### config.mk
export PLATFORM = sky130hd
export DESIGN_NAME = eeprom_arbiter
export DESIGN_NICKNAME = d
export VERILOG_FILES = /design/src/rtl/eeprom_arb_pkg.sv /design/src/rtl/eeprom_arb_timer.sv /design/src/rtl/eeprom_arbiter.sv
export SDC_FILE = /design/constraint.sdc
export NUM_CORES = 1
export LEC_CHECK = 0
export CAP_MARGIN = 20
export CORE_MARGIN = 1.5
export CORE_UTILIZATION = 40
export CTS_BUF_LIST = sky130_fd_sc_hd__clkbuf_2
export DETAILED_ROUTE_END_ITERATION = 10
export PLACE_DENSITY = 0.95
export SLEW_MARGIN = 20
export SYNTH_ARGS = -nofsm -noshare
export SYNTH_HDL_FRONTEND = slang
export SYNTH_SLANG_ARGS = --single-unit
### constraint.sdc
create_clock -name csi_clk -period 3.7 [get_ports csi_clk]
set_clock_uncertainty 0.1 [all_clocks]
set_input_delay 0.555 -clock csi_clk [delete_from_list [all_inputs] [get_ports csi_clk]]
set_output_delay 0.555 -clock csi_clk [all_outputs]
set_load 0.05 [all_outputs]
### src/rtl/eeprom_arb_pkg.sv
// Shared types and constants for the two-port EEPROM controller arbiter.
// Optional timeout logic is enabled with the EEPROM_ARB_TIMEOUT_EN macro.
package eeprom_arb_pkg;

    localparam int unsigned ADDR_W = 16;
    localparam int unsigned DATA_W = 8;
    localparam logic [DATA_W-1:0] TIMEOUT_READDATA = 8'hFF;

    typedef enum logic [1:0] {
        IDLE,
        GRANT_A,
        GRANT_B,
        ABORT
    } arb_state_t;

    typedef enum logic {
        REQ_A,
        REQ_B
    } req_id_t;

    typedef struct packed {
        logic              rd;
        logic              wr;
        logic [ADDR_W-1:0] addr;
        logic [DATA_W-1:0] data;
    } eep_cmd_t;

    // A requester raising read and write together is served as a write.
    function automatic eep_cmd_t make_cmd(input logic              read,
                                          input logic              write,
                                          input logic [ADDR_W-1:0] addr,
                                          input logic [DATA_W-1:0] data);
        eep_cmd_t c;
        c.rd   = read & ~write;
        c.wr   = write;
        c.addr = addr;
        c.data = data;
        return c;
    endfunction

endpackage

### src/rtl/eeprom_arb_timer.sv
// Clear/enable cycle counter; expired is high once LIMIT enabled cycles have
// been counted since the last clear. Used only with EEPROM_ARB_TIMEOUT_EN.
module eeprom_arb_timer #(
    parameter int unsigned LIMIT = 2_000_000
) (
    input  logic clk,
    input  logic rst_n,
    input  logic clear,
    input  logic enable,
    output logic expired
);

    localparam int unsigned W = $clog2(LIMIT + 1);

    logic [W-1:0] count;

    // NOTE: sequential state is assigned with non-blocking (<=) so every
    // flop samples the pre-edge values, independent of block ordering.
    always_ff @(posedge clk or negedge rst_n) begin
        if (!rst_n) begin
            count <= '0;
        end else if (clear) begin
            count <= '0;
        end else if (enable && !expired) begin
            count <= count + 1'b1;
        end
    end

    // Count is 0 in the first enabled cycle, so this flags the LIMIT-th one.
    assign expired = (count == W'(LIMIT - 1));

endmodule

### src/rtl/eeprom_arbiter.sv
// Round-robin arbiter sharing the EEPROM controller Avalon-MM port between
// requesters A and B. Define EEPROM_ARB_TIMEOUT_EN for the downstream timeout.
module eeprom_arbiter
    import eeprom_arb_pkg::*;
#(
    parameter int unsigned TIMEOUT_CYCLES = 2_000_000
) (
    input  logic              csi_clk,
    input  logic              rsi_reset,

    input  logic              avs_a_read,
    input  logic              avs_a_write,
    input  logic [ADDR_W-1:0] avs_a_address,
    input  logic [DATA_W-1:0] avs_a_writedata,
    output logic [DATA_W-1:0] avs_a_readdata,
    output logic              avs_a_waitrequest,

    input  logic              avs_b_read,
    input  logic              avs_b_write,
    input  logic [ADDR_W-1:0] avs_b_address,
    input  logic [DATA_W-1:0] avs_b_writedata,
    output logic [DATA_W-1:0] avs_b_readdata,
    output logic              avs_b_waitrequest,

    output logic              avm_eep_read,
    output logic              avm_eep_write,
    output logic [ADDR_W-1:0] avm_eep_address,
    output logic [DATA_W-1:0] avm_eep_writedata,
    input  logic [DATA_W-1:0] avm_eep_readdata,
    input  logic              avm_eep_waitrequest,

    output logic              coe_conduit_timeout
);

    arb_state_t        state, state_nxt;
    req_id_t           last_grant, last_grant_nxt;
    eep_cmd_t          cmd_q, cmd_nxt;
    logic              cpl;
    logic [DATA_W-1:0] cpl_data;
    logic              req_a, req_b;

    assign req_a = avs_a_read | avs_a_write;
    assign req_b = avs_b_read | avs_b_write;

`ifdef EEPROM_ARB_TIMEOUT_EN
    logic timeout_q, timeout_nxt;
    logic in_grant;
    logic expired;

    assign in_grant = (state == GRANT_A) || (state == GRANT_B);

    eeprom_arb_timer #(
        .LIMIT(TIMEOUT_CYCLES)
    ) u_timer (
        .clk    (csi_clk),
        .rst_n  (rsi_reset),
        .clear  (!in_grant),
        .enable (in_grant),
        .expired(expired)
    );

    always_ff @(posedge csi_clk or negedge rsi_reset) begin
        if (!rsi_reset) begin
            timeout_q <= 1'b0;
        end else begin
            timeout_q <= timeout_nxt;
        end
    end

    assign coe_conduit_timeout = timeout_q;
`else
    // The timeout parameter has no effect when the timeout logic is compiled out.
    if (TIMEOUT_CYCLES == 0) begin : g_timeout_unused
    end

    assign coe_conduit_timeout = 1'b0;
`endif

    // Holding the latched command in the state register makes the downstream
    // command drop together with state on an asynchronous reset.
    always_ff @(posedge csi_clk or negedge rsi_reset) begin
        if (!rsi_reset) begin
            state      <= IDLE;
            last_grant <= REQ_B;
            cmd_q      <= '0;
        end else begin
            state      <= state_nxt;
            last_grant <= last_grant_nxt;
            cmd_q      <= cmd_nxt;
        end
    end

    // NOTE: every signal written here gets a default first, so no path can
    // leave one unassigned and infer a latch.
    always_comb begin
        state_nxt      = state;
        last_grant_nxt = last_grant;
        cmd_nxt        = cmd_q;
        cpl            = 1'b0;
        cpl_data       = avm_eep_readdata;
`ifdef EEPROM_ARB_TIMEOUT_EN
        timeout_nxt    = timeout_q;
`endif
        case (state)
            IDLE: begin
                if (req_a && (!req_b || last_grant == REQ_B)) begin
                    state_nxt      = GRANT_A;
                    last_grant_nxt = REQ_A;
                    cmd_nxt        = make_cmd(avs_a_read, avs_a_write,
                                              avs_a_address, avs_a_writedata);
                end else if (req_b) begin
                    state_nxt      = GRANT_B;
                    last_grant_nxt = REQ_B;
                    cmd_nxt        = make_cmd(avs_b_read, avs_b_write,
                                              avs_b_address, avs_b_writedata);
                end
            end
            // last_grant names the owner throughout GRANT_x and ABORT.
            GRANT_A, GRANT_B: begin
                if (!avm_eep_waitrequest) begin
                    cpl        = 1'b1;
                    state_nxt  = IDLE;
                    cmd_nxt.rd = 1'b0;
                    cmd_nxt.wr = 1'b0;
`ifdef EEPROM_ARB_TIMEOUT_EN
                    timeout_nxt = 1'b0;
`endif
                end
`ifdef EEPROM_ARB_TIMEOUT_EN
                else if (expired) begin
                    state_nxt   = ABORT;
                    cmd_nxt.rd  = 1'b0;
                    cmd_nxt.wr  = 1'b0;
                    timeout_nxt = 1'b1;
                end
`endif
            end
`ifdef EEPROM_ARB_TIMEOUT_EN
            ABORT: begin
                cpl       = 1'b1;
                cpl_data  = TIMEOUT_READDATA;
                state_nxt = IDLE;
            end
`endif
            default: state_nxt = IDLE;
        endcase
    end

    assign avs_a_waitrequest = !(cpl && last_grant == REQ_A);
    assign avs_b_waitrequest = !(cpl && last_grant == REQ_B);
    assign avs_a_readdata    = (cpl && last_grant == REQ_A) ? cpl_data : '0;
    assign avs_b_readdata    = (cpl && last_grant == REQ_B) ? cpl_data : '0;

    assign avm_eep_read      = cmd_q.rd;
    assign avm_eep_write     = cmd_q.wr;
    assign avm_eep_address   = cmd_q.addr;
    assign avm_eep_writedata = cmd_q.data;

endmodule

[Yosys cells after proc, flatten, opt, wreduce, memory -nomap -nowiden]
Index checks and enable logic that the tools add are counted.
W data, S select, Z words.
Cells by class
  reductions and logical operators: 14
  eq/ne operators: 4
  mux-type cells: 13
  bitwise gates (word level): 7
Operator list (number)
  $mux W26: 2
  $mux W8: 2
  $pmux W2 S2: 2
  $mux W2: 3
  $mux W1: 4
  $reduce_and A2 Y1: 2
  $reduce_bool A2 Y1: 2
  $logic_and A1 B1 Y1: 3
  $logic_not A1 Y1: 3
  $ne A3 B3 Y1 const B: 1
  $not A1 Y1: 3
  $reduce_and A3 Y1: 1
  $and A1 B1 Y1: 2
  $eq A2 B1 Y1 const B: 1
  $eq A2 B2 Y1 const B: 1
  $logic_not A2 Y1: 1
  $ne A2 B2 Y1 const B: 1
  $or A1 B1 Y1: 2
  $reduce_or A2 Y1: 1
  $logic_or A1 B1 Y1: 1
Word-level totals
  register bits: 29
  logic and storage cells: 44
  output and inout port bits: 45
  input bits: 63

[Longest topological paths before layout]
  depth after elaboration: 6
  gate-level depth with buffers: 7
  depth with buffers taken out: 6

[Worst setup path before layout]
Ideal clock, no wire load.
  path kind: register to output
  start point: reg state[0]
  end point: out avs_a_readdata[0]
  data required time: 3.045 ns
  path slack: 1.374 ns
  data arrival time: 1.671 ns
  stages on the path, launching flop included: 5
  path buffers: 0
  cells stage by stage: dfrtp_1 -> inv_1 -> ha_1 -> nor3b_1 -> and2_1
Between the ends
  cells in the longest elaborated chain, start to end: 5
  elaborated cells between the ends (all ways): 6
  classes of those cells: eq/ne (2); mux (2); reduce/logical (2)
Ends and longest elaborated chain
  start, declared: RTL line eeprom_arbiter.sv:35  | arb_state_t state, state_nxt;
  start signal, assigned: RTL line eeprom_arbiter.sv:87  | state <= state_nxt;
  $eq A2 B1 Y1 or $eq A2 B2 Y1 (tied branches): RTL line eeprom_arbiter.sv:104  | case (state)
  $reduce_or A2 Y1 *: RTL line eeprom_arbiter.sv:104
  $mux W1 *: RTL line eeprom_arbiter.sv:104
  $logic_and A1 B1 Y1 *: RTL line eeprom_arbiter.sv:151  | assign avs_a_readdata = (cpl && last_grant == REQ_A) ? cpl_data : '0;
  $mux W8 *: RTL line eeprom_arbiter.sv:151
  end, declared: RTL line eeprom_arbiter.sv:15  | output logic [DATA_W-1:0] avs_a_readdata,
Mark *: on every way between the ends. The rest lies on a longest branch, timed or not.

[Final worst setup path]
  start point: reg state[0]
  end point: out avs_a_readdata[3]
Same word-level chain as after synthesis.

==> run_results.csv <==
group,metric,value,unit
status,run_status,"finished, final reports clean",
timing,tightest_slew,0.5181,ns
clock_network,clkTransAtPathRegs,0.17,ns
setup_path,startpoint_type,"flop",
finish,synthToLayoutAreaGrowth,72.14,%
placed_design,gp_congestion,0.8698,
pwr,p_comb_share,65.6,%
floorplan,die-area,4432,µm²
route,drc,0,
timing,slew_headroom,65.35,%
clock_network,cts_root_buf,"clkbuf_2",
synthesis,synth-seq-cells,29,
setup_path,path_class,"reg -> out",
global_routing,first_global_vias,1546,
pwr,ir_worst_vdd,0.5681,mV
global_routing,grt_max_degree,33,
finish,fin_util,73.79,%
synthesis,synth.largest_area_cell,"dfrtp_1",
clock_network,cts-resized-gates,0,
timing,grt_setup_unrepaired,"no",
clock_network,post_cts_buffers,0,
floorplan,chipHeight,66.57,µm
timing,final.period_utilization,86.73,%
finish,nFillCells,293,
finish,n_antenna_cell,0,
pwr,p_switching,1.242,mW
global_routing,grt_util_all_layers,20.21,%
synthesis,yosysTopAreaCellShare,43.34,%
hold_path,hold_path_class,"reg -> reg",
route,drt_wl_total,4195,µm
synthesis,syn-cell-area,1617,µm²
placed_design,dp_hpwl,3392,µm
global_routing,grt_antenna_before_repair,0,
synthesis,yosysSeqAreaShare,44.97,%
timing,fin_crit,3.209,ns
route,vias,1532,
setup_path,cp_data_required_time,3.04,ns
global_routing,grt_pass1_wl,6679,µm
pwr,pwr-share-seq,22.7,%
timing,final_max_slew_viol_count,0,
job,max_cap_viol_count,0,
clock_network,cts_max_path_buffers,2,
pwr,cell_internal_pwr,1.248,mW
placed_design,place_inst,308,
floorplan,num_rows,22,
route,dr.pass1.iters,2,
floorplan,core-area,3771,µm²
pwr,swShare,49.88,%
synthesis,syn_nets,224,
clock_network,tritoncts,"done",
clock_network,hold_buffers,0,
global_routing,overflow,0,
clock_network,htreeDepth,2,
floorplan,io_pins,108,
synthesis,yosys_warnings,0,
finish,nNetsFinal,331,
finish,drive_gt1_share,9.701,%
clock_network,cts_buffers,5,
pwr,p_per_area,894.6,nW/µm²
synthesis,avgSynthCellArea,10.10,µm²
route,ant_nets,0,
setup_path,end_kind,"output port",
pwr,leakagePower,1.210,nW
pwr,clock_power_share,11.7,%
timing,hold_viol,0,
clock_network,insertion_delay,0.36,ns
finish,final_cells,316,
route,viasPerCell,4.848,
floorplan,start_util,42.87,%
floorplan,dieWidth,66.57,µm
synthesis,ys_top_cells_by_area,"dfrtp_1 43%, mux2i_1 15%, and2_1 6.2%, nand2_1 6.0%, o21ai_2 5.4%",
timing,setup_violations,0,
clock_network,clock_sinks,29,
setup_path,arrival,2.55,ns
route,wl_per_cell,13.28,µm
synthesis,syn_inst,160,
setup_path,critical_path.max_fanout,9,
timing,timing.setup.tns,0,ns
placed_design,portBuffers,106,
timing,max_freq,311.6,MHz
route,first_iter_violations,65,
synthesis,yosys.cell_types.count,32,
registers in the layout, summed over array words and instances (netlist names):
name               cells
avm_eep_address       16
avm_eep_read           1
avm_eep_write          1
avm_eep_writedata      8
last_grant             1
state                  2
area by class of cell:
class | count | area (µm²) | share of cell area, %
clock buffer | 5 | 25.02 | 0.8993
multi-input combinational | 116 | 795.8 | 28.60
tap | 48 | 60.06 | 2.158
clock inverter | 3 | 65.06 | 2.338
timing repair buffer | 110 | 1091 | 39.21
sequential | 29 | 726.9 | 26.12
inverter | 5 | 18.77 | 0.6745
cell usage after synthesis (all sizes together):
master  instances
dfrtp          28
nand2          27
o21ai          26
mux2i          24
and2           16
buf             8
inv             5
nor2            3
a21oi           2
a22o            2
clkbuf          2
nand2b          2
a21boi          1
a21o            1
a32o            1
and3b           1
conb            1
dfstp           1
ha              1
mux2            1
nor3b           1
nor4            1
o21bai          1
o221ai          1
o31ai           1
o41ai           1
or2             1
metal layers:
| metal | wire (µm) | up-vias | track usage (%) | share of wire (%) |
|---|---|---|---|---|
| met2 | 2288 | 58 | 38.63 | 55 |
| met3 | 290 | 5 | 7.264 | 6.9 |
| met4 | 41 | 0 | 7.143 | 0.98 |
| met5 | 0 | - | 0 | 0 |
| li1 | - | 768 | - | - |
| met1 | 1574 | 701 | 19.68 | 38 |
logic make-up after synthesis:
family	Yosys count	synth area share (%)
and+or+nand+nor	52	16.18
buffers and inverters	15	5.804
AOI/OAI and AO/OA	37	16.49
other	1	0.2320
muxes	25	15.56
adders and majority gates	1	0.7739
DFF	29	44.97
worst max-delay path: stages, from the launching register on:
cell             delay [ns]
dfrtp_1                0.38
inv_1                  0.05
ha_1                   0.38
nor3b_1                0.26
buf_4                  0.20
and2_1                 0.14
clkdlybuf4s50_1        0.80
final timing paths:
check	from	end	depth (start not counted)	slack, ns
worst max-delay path	state[0]$_DFFE_PN0P_	avs_a_readdata[3]	6	0.49
worst min-delay path	avm_eep_address[3]$_DFFE_PN0P_	avm_eep_address[3]$_DFFE_PN0P_	2	0.39
worst max register to register	last_grant$_DFFE_PN1P_	avm_eep_writedata[2]$_DFFE_PN0P_	4	1.98
worst min register to register	avm_eep_address[3]$_DFFE_PN0P_	avm_eep_address[3]$_DFFE_PN0P_	2	0.39
max in group asynchronous	rsi_reset	last_grant$_DFFE_PN1P_	2	2.72
min in group asynchronous	rsi_reset	state[0]$_DFFE_PN0P_	2	0.45
power by group through the flow:
stage / combinational (mW) / clock [mW] / sequential [mW]
after floorplan: 0.652 / 0 / 1.06
after global placement: 1.61 / 0 / 0.564
after detailed placement: 1.65 / 0 / 0.572
after CTS: 1.65 / 0.301 / 0.566
after global routing: 1.73 / 0.321 / 0.586
final: 1.63 / 0.291 / 0.565
per-stage QoR:
stage          instance area [µm²]  setup WS [ns]  total power [mW]  hold WS (ns)
2_1_floorplan                 1617          1.374             1.714        0.1594
3_3_place_gp                  2693         0.7170             2.177        0.3581
3_5_place_dp                  2693         0.6667             2.217        0.3679
4_1_cts                       2783         0.4290             2.516        0.3986
5_1_grt                       2783         0.3429             2.638        0.4200
6_report                      2783         0.4908             2.489        0.3929
placed cells by master (no fill, tap or decap), drive strengths merged, types with 2 or more instances in the layout:
cell type and count:
clkdlybuf4s50 106, dfrtp 28, nand2 27, o21ai 26
mux2i 24, and2 16, inv 5, clkbuf 5
buf 4, nor2 3, a21oi 2, a22o 2
nand2b 2, bufinv 2
Note: power is estimated with default switching activity, not from simulation.
